File: config.mk
export PLATFORM = sky130hd
export DESIGN_NAME = ex_muldiv
export DESIGN_NICKNAME = d
export VERILOG_FILES = /design/src/rtl/ex_muldiv_pkg.sv /design/src/rtl/ex_muldiv.sv
export SDC_FILE = /design/constraint.sdc
export NUM_CORES = 1
export LEC_CHECK = 0
export CAP_MARGIN = 30
export CELL_PAD_IN_SITES_DETAIL_PLACEMENT = 1
export CELL_PAD_IN_SITES_GLOBAL_PLACEMENT = 2
export CORE_MARGIN = 2
export CORE_UTILIZATION = 35
export DETAILED_ROUTE_END_ITERATION = 8
export PLACE_DENSITY = 0.8
export SLEW_MARGIN = 20
export SYNTH_ARGS = -nofsm -noshare
export SYNTH_HDL_FRONTEND = slang
export SYNTH_SLANG_ARGS = --single-unit
File: constraint.sdc
create_clock -name clock -period 6.5 [get_ports clock]
set_input_delay 0.65 -clock clock [delete_from_list [all_inputs] [get_ports clock]]
set_output_delay 0.65 -clock clock [all_outputs]
set_load 0.1 [all_outputs]
File: src/rtl/ex_muldiv_pkg.sv
// ex_muldiv_pkg: opcodes, FSM states and iteration count shared by the mul/div unit and its controller
package ex_muldiv_pkg;

    localparam logic [2:0] MD_MULT  = 3'b000;
    localparam logic [2:0] MD_MULTU = 3'b001;
    localparam logic [2:0] MD_DIV   = 3'b010;
    localparam logic [2:0] MD_DIVU  = 3'b011;
    localparam logic [2:0] MD_MTHI  = 3'b100;
    localparam logic [2:0] MD_MTLO  = 3'b101;

    localparam int MD_ITER = 32;

    typedef enum logic [1:0] {IDLE, MUL, DIV, FIX} md_state_t;

endpackage

File: src/rtl/ex_muldiv.sv
// ex_muldiv: iterative 32-bit multiply/divide unit holding the architectural HI/LO registers
module ex_muldiv
    import ex_muldiv_pkg::*;
(
    input  logic        clock,
    input  logic        reset,
    input  logic        flush,
    input  logic        EX_MD_START,
    input  logic [2:0]  EX_MD_OP,
    input  logic [31:0] EX_D1,
    input  logic [31:0] EX_D2,
    output logic        MD_BUSY,
    output logic        MD_DONE,
    output logic [31:0] MD_HI,
    output logic [31:0] MD_LO
);

    md_state_t   state, state_next;
    logic [4:0]  cnt;
    logic [63:0] acc;
    logic [31:0] opnd, hi, lo;
    logic        sa, sb, dz, is_mul, done;
    logic        accept, start_mul, start_div, a_neg, b_neg;
    logic [31:0] a_abs, b_abs, quo_fix, rem_fix;
    logic [32:0] mul_sum, div_cand, div_diff;
    logic [63:0] prod_fix;

    assign accept    = EX_MD_START && !flush && state == IDLE;
    assign start_mul = accept && EX_MD_OP[2:1] == 2'b00;
    assign start_div = accept && EX_MD_OP[2:1] == 2'b01;
    assign a_neg     = !EX_MD_OP[0] && EX_D1[31];
    assign b_neg     = !EX_MD_OP[0] && EX_D2[31];
    assign a_abs     = a_neg ? -EX_D1 : EX_D1;
    assign b_abs     = b_neg ? -EX_D2 : EX_D2;

    always_ff @(posedge clock or posedge reset) begin
        if (reset) state <= IDLE;
        else       state <= state_next;
    end

    always_comb begin
        state_next = state;
        case (state)
            IDLE:     state_next = start_mul ? MUL : start_div ? DIV : IDLE;
            MUL, DIV: state_next = cnt == '0 ? FIX : state;
            FIX:      state_next = IDLE;
            default:  state_next = IDLE;
        endcase
    end

    always_comb begin
        MD_BUSY = state != IDLE;
    end

    assign MD_DONE = done;
    assign MD_HI   = hi;
    assign MD_LO   = lo;

    // Shift-add keeps the multiplier in acc[31:0]; restoring divide shifts the dividend through acc.
    // The remainder never exceeds 32 bits, so bit 32 of the difference is the restore decision.
    assign mul_sum  = {1'b0, acc[63:32]} + (acc[0] ? {1'b0, opnd} : 33'd0);
    assign div_cand = acc[63:31];
    assign div_diff = div_cand - {1'b0, opnd};

    // With a zero divisor the datapath already returns |D1| as remainder, so only LO needs forcing.
    assign prod_fix = (sa ^ sb) ? -acc : acc;
    assign quo_fix  = dz ? '1 : (sa ^ sb) ? -acc[31:0] : acc[31:0];
    assign rem_fix  = sa ? -acc[63:32] : acc[63:32];

    always_ff @(posedge clock or posedge reset) begin
        if (reset) begin
            cnt    <= '0;
            acc    <= '0;
            opnd   <= '0;
            sa     <= 1'b0;
            sb     <= 1'b0;
            dz     <= 1'b0;
            is_mul <= 1'b0;
            hi     <= '0;
            lo     <= '0;
            done   <= 1'b0;
        end else begin
            done <= 1'b0;
            if (accept && EX_MD_OP == MD_MTHI) hi <= EX_D1;
            if (accept && EX_MD_OP == MD_MTLO) lo <= EX_D1;
            if (start_mul || start_div) begin
                acc    <= {32'd0, start_mul ? b_abs : a_abs};
                opnd   <= start_mul ? a_abs : b_abs;
                sa     <= a_neg;
                sb     <= b_neg;
                dz     <= start_div && EX_D2 == '0;
                is_mul <= start_mul;
                cnt    <= 5'(MD_ITER - 1);
            end
            if (state == MUL) begin
                acc <= {mul_sum, acc[31:1]};
                cnt <= cnt - 5'd1;
            end
            if (state == DIV) begin
                acc <= div_diff[32] ? {div_cand[31:0], acc[30:0], 1'b0} : {div_diff[31:0], acc[30:0], 1'b1};
                cnt <= cnt - 5'd1;
            end
            if (state == FIX) begin
                hi   <= is_mul ? prod_fix[63:32] : rem_fix;
                lo   <= is_mul ? prod_fix[31:0] : quo_fix;
                done <= 1'b1;
            end
        end
    end

endmodule
* Word-level counts from Yosys, hierarchy flattened
Index checks and enable logic that the tools add are counted.
** Storage, ports and cells
- Register bits :: 172
- Bits of input ports :: 71
- Output and inout port bits :: 66
- Logic and storage cells :: 75
** Cells by class
- Add/sub/neg operators :: 8
- Equal/unequal tests :: 7
- Muxes and demuxes :: 27
- Bitwise operators :: 1
- Reductions and logical operators :: 21
** Operators by type and width (number)
- $mux W32 :: 14
- $mux W64 :: 5
- $neg A32 Y32 :: 4
- $neg A64 Y64 :: 1
- $add A32 B32 Y33 :: 1
- $sub A33 B32 Y33 :: 1
- $logic_not A32 Y1 :: 1
- $mux W5 :: 3
- $logic_and A1 B1 Y1 :: 9
- $eq A3 B3 Y1 const B :: 2
- $mux W2 :: 3
- $pmux W2 S3 :: 1
- $reduce_bool A2 Y1 :: 3
- $logic_not A5 Y1 :: 1
- $sub A5 B1 Y5 const B :: 1
- $eq A2 B1 Y1 const B :: 2
- $eq A2 B2 Y1 const B :: 2
- $logic_not A2 Y1 :: 2
- $reduce_bool A3 Y1 :: 1
- $logic_not A1 Y1 :: 2
- $ne A2 B2 Y1 const B :: 1
- $reduce_or A2 Y1 :: 1
- $logic_or A1 B1 Y1 :: 1
- $mux W1 :: 1
- $xor A1 B1 Y1 :: 1

* Depth between registers and ports, before layout
Gate-level depths: netlist (run 1).
- Depth after elaboration :: 8
- Gate-level depth with buffers :: 15
- Mapped depth without buffers :: 13

* Least setup slack after synthesis (run 1)
No wires, ideal clock.
- Kind :: register -> register
- Start point :: register acc[31]
- End point :: register acc[39]
- Library setup time :: 126 ps
- Arrival time :: 3268 ps
- Data required time :: 6374 ps
- Path slack :: 3106 ps
- Stages on the path, launching flop included :: 15
- Buffers on the path :: 2
- Period minus slack after synthesis :: 3394 ps
- Cell sequence :: dfrtp_1 > inv_1 > ha_1 > fa_1 > nand2b_1 > a21oi_2 > nor4_1 > o21ba_2 > clkbuf_1 > a211o_1 > a211oi_2 > buf_6 > mux2_2 > a221oi_1 > nor2_1
** Between the ends
- Cells in the longest elaborated chain, start to end :: 3
** Ends and longest elaborated chain
- from (decl) :: line ex_muldiv.sv:20 : logic [63:0] acc;
- from (signal assigned) :: line ex_muldiv.sv:87 : acc <= {32'd0, start_mul ? b_abs : a_abs};
- from (signal assigned) :: line ex_muldiv.sv:96 : acc <= {mul_sum, acc[31:1]};
- from (signal assigned) :: line ex_muldiv.sv:100 : acc <= div_diff[32] ? {div_cand[31:0], acc[30:0], 1'b0} : {div_diff[31:0], acc[30:0], 1'b1};
- $sub A33 B32 Y33 :: line ex_muldiv.sv:63 : assign div_diff = div_cand - {1'b0, opnd};
- $mux W64 :: line ex_muldiv.sv:100
- $mux W64 :: line ex_muldiv.sv:99 : if (state == DIV) begin
No other way between the ends.
A chain may end at the register's enable or synchronous reset.

* Worst setup path in the final report (run 1)
- Start point :: register acc[0]
- End point :: register hi[28], in the netlist MD_HI[28]
** Between the ends
- Cells in the longest elaborated chain, start to end :: 4
** Ends and longest elaborated chain
- $neg A64 Y64 :: line ex_muldiv.sv:66 : assign prod_fix = (sa ^ sb) ? -acc : acc;
- $mux W64 :: line ex_muldiv.sv:66
- $mux W32 :: line ex_muldiv.sv:104 : hi <= is_mul ? prod_fix[63:32] : rem_fix;
- $mux W32 :: line ex_muldiv.sv:103 : if (state == FIX) begin
- to (signal assigned) :: line ex_muldiv.sv:104
- to (decl) :: line ex_muldiv.sv:21 : logic [31:0] opnd, hi, lo;
No other way between the ends.

==> results of run 1 <==
-- kinds of logic (layout without fill, tap and decap cells) --
family / after synthesis / in the layout / synth area share (%)
simple gates: 673 / 673 / 20.7
compound gates: 647 / 647 / 25.7
buf+inv: 198 / 274 / 5.04
flops: 172 / 172 / 27.9
xor+xnor: 159 / 159 / 9.03
mux: 79 / 79 / 5.23
fa+ha+maj: 77 / 77 / 6.34
-- registers in the layout, summed over array words and instances, names as in the netlist --
name,cells
MD_LO,32
sb,1
is_mul,1
sa,1
dz,1
cnt,5
MD_HI,32
MD_DONE,1
acc,64
opnd,32
state,2
-- layer usage --
metal / GRT usage [%] / vias up
met5: 0 / -
met4: 6.46 / 0
met3: 3.58 / 63
met2: 43.6 / 360
met1: 36.4 / 7786
li1: - / 7303
-- per-stage QoR --
step	utilization [%]	cells	cell area, sq um	setup WS, ns
2_1_floorplan	-	2005	15400	1.19
3_3_place_gp	39.9	2627	17300	2.19
3_5_place_dp	40.0	2630	17300	2.25
4_1_cts	41.5	2662	18000	2.30
5_1_grt	41.7	2666	18000	2.03
6_report	41.7	2666	18000	2.22
-- placed cells by master, fill, tap and decap left out, drive strengths merged, types with 17 or more instances in the layout --
cell | synthesis | routed
buf | 23 | 33
nor2 | 228 | 228
clkdlybuf4s50 | 0 | 135
nor4 | 19 | 19
a211oi | 64 | 64
a21o | 28 | 28
a21oi | 219 | 219
nand2 | 184 | 184
a31oi | 29 | 29
nand2b | 17 | 17
dfrtp | 172 | 172
inv | 74 | 76
and2 | 43 | 43
o21ai | 178 | 178
xor2 | 71 | 71
or3 | 18 | 18
ha | 75 | 75
xnor2 | 88 | 88
nor2b | 23 | 23
nand3 | 29 | 29
mux2i | 66 | 66
nor3 | 42 | 42
clkbuf | 101 | 19
o31ai | 19 | 19
-- Yosys cell counts (12+ instances only) --
cell type                  instances  share of area, %
sky130_fd_sc_hd__nand2_1         184               4.5
sky130_fd_sc_hd__inv_1            74               1.8
sky130_fd_sc_hd__o31ai_1          19              0.92
sky130_fd_sc_hd__nor2_1          227               5.5
sky130_fd_sc_hd__and3_1           12              0.49
sky130_fd_sc_hd__mux2i_1          66               4.3
sky130_fd_sc_hd__xor2_1           71               4.0
sky130_fd_sc_hd__nand4_1          13              0.53
sky130_fd_sc_hd__a21oi_1         218               7.1
sky130_fd_sc_hd__a31oi_1          29               1.2
sky130_fd_sc_hd__a211oi_1         61               3.0
sky130_fd_sc_hd__o21ai_0         177               5.7
sky130_fd_sc_hd__buf_1            13              0.32
sky130_fd_sc_hd__clkbuf_1        100               2.4
sky130_fd_sc_hd__xnor2_1          88               5.0
sky130_fd_sc_hd__ha_1             75               6.1
sky130_fd_sc_hd__or3_1            18              0.73
sky130_fd_sc_hd__a21o_1           28               1.4
sky130_fd_sc_hd__nor4_1           18              0.73
sky130_fd_sc_hd__nand2b_1         17              0.69
sky130_fd_sc_hd__nor3_1           42               1.4
sky130_fd_sc_hd__nand3_1          29              0.94
sky130_fd_sc_hd__nand3b_1         13              0.63
sky130_fd_sc_hd__and2_1           42               1.7
sky130_fd_sc_hd__dfrtp_1         172                28
sky130_fd_sc_hd__nor2b_1          23              0.93
-- critical path: cells and delay by family (launching register included) --
family	cells	cell delay, ns
simple gates	6	2.30
buf+inv	1	0.55
flops	1	0.42
fa+ha+maj	1	0.36
compound gates	2	0.33
xor+xnor	1	0.19
-- worst paths after layout --
check                                          start               endpoint  slack [ns]  depth (start not counted)
worst min-delay path            opnd[16]$_DFFE_PP0P_   opnd[16]$_DFFE_PP0P_        0.49                          2
worst max-delay path              acc[0]$_DFFE_PP0P_  MD_HI[28]$_DFFE_PP0P_        2.22                         11
min in group asynchronous                      reset     acc[9]$_DFFE_PP0P_        0.61                          2
worst min register to register  opnd[16]$_DFFE_PP0P_   opnd[16]$_DFFE_PP0P_        0.49                          2
worst max register to register    acc[0]$_DFFE_PP0P_  MD_HI[28]$_DFFE_PP0P_        2.22                         11
max in group asynchronous                      reset   opnd[15]$_DFFE_PP0P_        4.58                          4
-- layout make-up --
cell class	instances	area, sq um
Fill cell	5259	25200
Multi-Input combinational cell	1635	10400
Sequential cell	172	4300
Timing Repair Buffer	168	1630
Tap cell	585	732
Clock buffer	19	453
Inverter	74	283
Clock inverter	13	213
==> summary.txt, run 1 <==
=====================================================================================
ANT cells ..............................................................            0
Final net count ........................................................         2216
Area grow syn2layout ...................................................        16.9%
Area enclosed by the die boundary ...................................... 0.0458 sq mm
Via density ............................................................         5.82
Actual transition at the worst max-transition pin ......................      1.09 ns
Relative slew slack ....................................................        25.4%
Clock latency reported for the late side of the worst-skew pair ........      0.48 ns
Number of enable flip-flop cells after synthesis .......................            0
Detailed-placement wirelength estimate .................................     46300 um
Clock-pin slew of the registers on the worst-case setup and hold paths .      0.08 ns
Remaining number of nets flagged by the antenna check after routing ....            0
Count of buffers from port buffering ...................................          136
Vertical die dimension .................................................       214 um
Count of hold-fix buffers inserted at cts ..............................            0
Clock buffer depth .....................................................            2
Total negative slack for setup checks ..................................         0 ns
Post-detailed-route wirelength per cell ................................      22.9 um
Maximum fanout along the worst path ....................................           13
Data required time at the worst endpoint ...............................      6.85 ns
Fmax ...................................................................      234 MHz
Number of antenna violations at the first check in global routing ......            0
Iter 0 DRT Violations ..................................................         1066
Initial Util ...........................................................        35.6%
Routed wire length on met3 .............................................      2470 um
Average size of a mapped cell ..........................................   7.69 sq um
Critical setup path kind ............................................... register to register
Largest net degree at the start of global routing ......................           92
Worst hold path type ................................................... register to register
Cell row count .........................................................           76
Unrepaired setup endpoints after global routing ........................           no
CTS tree ...............................................................          yes
Number of synthesized register bits ....................................          172
Share of synthesized area occupied by flip-flops and latches ...........        27.9%
Uppermost signal routing layer after detailed routing ..................         met4
Post-Synthesis Net Count ...............................................         2153
Startpoint class of the critical path ..................................     register
Final wirelength .......................................................     61100 um
DRC violation count after routing ......................................            0
Cells traversed along the worst timing path ............................ inv_1 -> ha_1 -> or4b_2 -> and4b_1 -> and3_1 -> and2_1 -> or2b_2 -> o21ai_0 -> nor2_1 -> xor2_1 -> a21oi_1
Max_cap viols ..........................................................            0
Count of vias placed by the detailed router ............................        15500
# clock sinks ..........................................................          172
Layout cell share with drive strength beyond 1 .........................        5.38%
Horiz. Die Dim .........................................................       214 um
CTS Root Cell .......................................................... sky130_fd_sc_hd__clkbuf_16
# setup viols final ....................................................            0
CP max stage cell ...................................................... sky130_fd_sc_hd__or4b_2
Worst clock skew .......................................................    0.0162 ns
Total length of routed met2 wires ......................................     29000 um
Post-CTS setup repair buffer count .....................................            0
Instance count of the mapped netlist ...................................         2005
Post-cts sizing count ..................................................            0
Async set or reset register ratio after synthesis ......................         100%
Floorplan Core Area .................................................... 0.0433 sq mm
Overflow after GRT .....................................................            0
Data arrival at the endpoint of the critical path ......................      4.63 ns
Hold Vio Cnt, Final ....................................................            0
Fin crit period ........................................................      4.28 ns
Number of synthesis warnings ...........................................            0
Pins Over Slew Limit ...................................................            0
Tot GR Track Use .......................................................        26.4%
Via count of the first global-routing pass .............................        15700
Flip-flop cell with the highest count after synthesis .................. sky130_fd_sc_hd__dfrtp_1
Wire length of the first global-routing pass ...........................     94600 um
Fin crit share .........................................................        65.8%
Endpoint class of the critical path ....................................     register
Routed length on met1 ..................................................     28500 um
Number of ports placed on the die boundary .............................          137
Slowest cell delay on critical path ....................................      0.65 ns
Hold slack .............................................................     0.490 ns
Status ................................................................. finished, final reports clean
Post-synthesis instance area ........................................... 0.0154 sq mm
GP Congestion ..........................................................        0.931
Number of optimization iterations in the first detailed-route pass .....            5
Cell variety after synth ...............................................           84
Number of buffers created by CTS .......................................           17
Total number of H-tree levels ..........................................            4
=====================================================================================
Power of run 1 is left out: the tool's default activity adds up to more than one toggle a clock period on the data nets, which glitch-free logic cannot reach.
==> run 2, diff against run 1 <==
CORE_UTILIZATION = 32   (was 35)
PLACE_DENSITY = 0.77   (was 0.8)
clock period = 3.7 ns   (was 6.5 ns; I/O delays follow)
==> summary.txt, run 2 (synthesized netlist as in run 1, its figures left out) <==
=====================================================================================
Number of optimization iterations in the first detailed-route pass .....            4
Data arrival at the endpoint of the critical path ......................      3.88 ns
ANT cells ..............................................................            0
Fill cell instance count of the final layout ...........................         5822
GP Congestion ..........................................................        0.913
Count of vias placed by the detailed router ............................        15900
Max_cap viols ..........................................................            0
Total number of H-tree levels ..........................................            4
Final net count ........................................................         2317
DRC violation count after routing ......................................            0
Fin crit period ........................................................      3.54 ns
Remaining number of nets flagged by the antenna check after routing ....            0
Number of ports placed on the die boundary .............................          137
CTS Root Cell .......................................................... sky130_fd_sc_hd__clkbuf_16
Worst hold path type ................................................... primary input to asynchronous set/reset pin
Status ................................................................. finished, final reports clean
Post-detailed-route wirelength per cell ................................      23.0 um
Placement-stage worst setup slack ......................................    0.0214 ns
Clock buffer depth .....................................................            2
Relative slew slack ....................................................        33.4%
Detailed-placement wirelength estimate .................................     49900 um
Floorplan Core Area .................................................... 0.0476 sq mm
Pins Over Slew Limit ...................................................            0
# clock sinks ..........................................................          172
Total negative slack for setup checks ..................................         0 ns
Maximum fanout along the worst path ....................................           12
Overflow after GRT .....................................................            0
Data required time at the worst endpoint ...............................      4.04 ns
Hold Vio Cnt, Final ....................................................            0
Max reg flops ..........................................................           64
CTS tree ...............................................................          yes
Final wirelength .......................................................     64200 um
Via count of the first global-routing pass .............................        16300
Post-place instance area ............................................... 0.0182 sq mm
Most used cells in the layout excluding fill and tap cells ............. 226 x sky130_fd_sc_hd__nor2_1, 217 x sky130_fd_sc_hd__a21oi_1, 184 x sky130_fd_sc_hd__nand2_1, 176 x sky130_fd_sc_hd__o21ai_0, 172 x sky130_fd_sc_hd__dfrtp_1
Fmax ...................................................................      283 MHz
Number of buffers created by CTS .......................................           17
Actual transition at the worst max-transition pin ......................     0.995 ns
Initial Util ...........................................................        32.4%
Number of antenna violations at the first check in global routing ......            0
Worst clock skew .......................................................   0.00889 ns
Iter 0 DRT Violations ..................................................         1006
Endpoint class of the critical path ....................................     register
Final design utilization ...............................................        39.4%
Area enclosed by the die boundary ...................................... 0.0500 sq mm
Count of hold-fix buffers inserted at cts ..............................            0
Cells traversed along the worst timing path ............................ inv_1 -> ha_1 -> fa_1 -> nand2b_1 -> a21oi_2 -> nor4_1 -> o21ba_2 -> a211o_1 -> a211oi_4 -> buf_12 -> buf_4 -> mux2_2 -> a21oi_1 -> o21ai_0
Area grow syn2layout ...................................................        21.8%
Clock-pin slew of the registers on the worst-case setup and hold paths .      0.08 ns
Final Worst Setup Slack ................................................     0.162 ns
Critical setup path kind ............................................... register to register
Layout cell share with drive strength beyond 1 .........................        9.85%
Unrepaired setup endpoints after global routing ........................           no
Depth of the most critical reg-to-reg path .............................           14
Tot GR Track Use .......................................................        25.8%
CP max stage cell ...................................................... sky130_fd_sc_hd__fa_1
Clock latency reported for the late side of the worst-skew pair ........      0.48 ns
Startpoint class of the critical path ..................................     register
Count of buffers from port buffering ...................................          136
Vertical die dimension .................................................       224 um
# setup viols final ....................................................            0
Largest net degree at the start of global routing ......................           79
Most common cell after layout, fill and taps aside ..................... sky130_fd_sc_hd__nor2_1
Horiz. Die Dim .........................................................       224 um
Most flops, register ...................................................          acc
Via density ............................................................         5.68
Wire length of the first global-routing pass ...........................     98900 um
Fin crit share .........................................................        95.6%
Slowest cell delay on critical path ....................................      0.40 ns
Cell row count .........................................................           80
Area of all placed cells without fillers ............................... 0.0188 sq mm
=====================================================================================
-- run 2: cell types whose count changed in the layout (fill, tap and decap cells not counted), moves of 3 or more --
cell,delta
sky130_fd_sc_hd__bufinv_16,-5
sky130_fd_sc_hd__clkinv_4,+3
sky130_fd_sc_hd__buf_12,+7
sky130_fd_sc_hd__buf_4,+97
-- run 2: layout make-up --
type / instances / area [sq um] / area share, %
Inverter: 74 / 282 / 1.50
Timing Repair Buffer: 269 / 2460 / 13.1
Multi-Input combinational cell: 1635 / 10400 / 55.5
Clock buffer: 18 / 429 / 2.29
Sequential cell: 172 / 4300 / 22.9
Clock inverter: 14 / 114 / 0.606
Tap cell: 615 / 769 / 4.10
-- run 2: worst paths after layout --
kind	startpoint	endpoint	slack, ns
setup / recovery	acc[31]$_DFFE_PP0P_	acc[35]$_DFFE_PP0P_	0.16
hold / removal	reset	MD_LO[6]$_DFFE_PP0P_	0.36
setup reg to reg	acc[31]$_DFFE_PP0P_	acc[35]$_DFFE_PP0P_	0.16
hold reg to reg	opnd[20]$_DFFE_PP0P_	opnd[20]$_DFFE_PP0P_	0.49
max in group asynchronous	reset	opnd[17]$_DFFE_PP0P_	2.60
min in group clock	opnd[20]$_DFFE_PP0P_	opnd[20]$_DFFE_PP0P_	0.49
-- run 2: critical path: cells and delay by family (launching register included) --
| kind | cells | cell delay (ns) |
|---|---|---|
| adders and majority gates | 2 | 0.64 |
| buffers and inverters | 3 | 0.47 |
| and+or+nand+nor | 2 | 0.26 |
| AOI/OAI and AO/OA | 6 | 1.35 |
| DFF | 1 | 0.35 |
| muxes | 1 | 0.34 |
-- run 2: stage by stage --
stage | cells | hold WS (ns)
after detailed placement | 2762 | 0.474
after floorplan | 2005 | 0.450
after global routing | 2797 | 0.379
final | 2797 | 0.360
after CTS | 2794 | 0.353
after global placement | 2761 | 0.467
-- run 2: per-layer routing --
layer	up-vias	part of all wire [%]	GRT usage [%]
met3	98	4.0	3.74
li1	7490	-	-
met4	0	3.4	9.31
met5	-	0	0
met1	7949	47	35.5
met2	362	46	41.1
-- run 2: repair_timing --
item / CTS / global route
cloned: 0 / 1
endpoints found under the setup margin: 1 / 9
gates resized for setup: 1 / 6
buffers inserted: 0 / 2
pin swaps: 0 / 1
Power of run 2 is left out for the same reason.
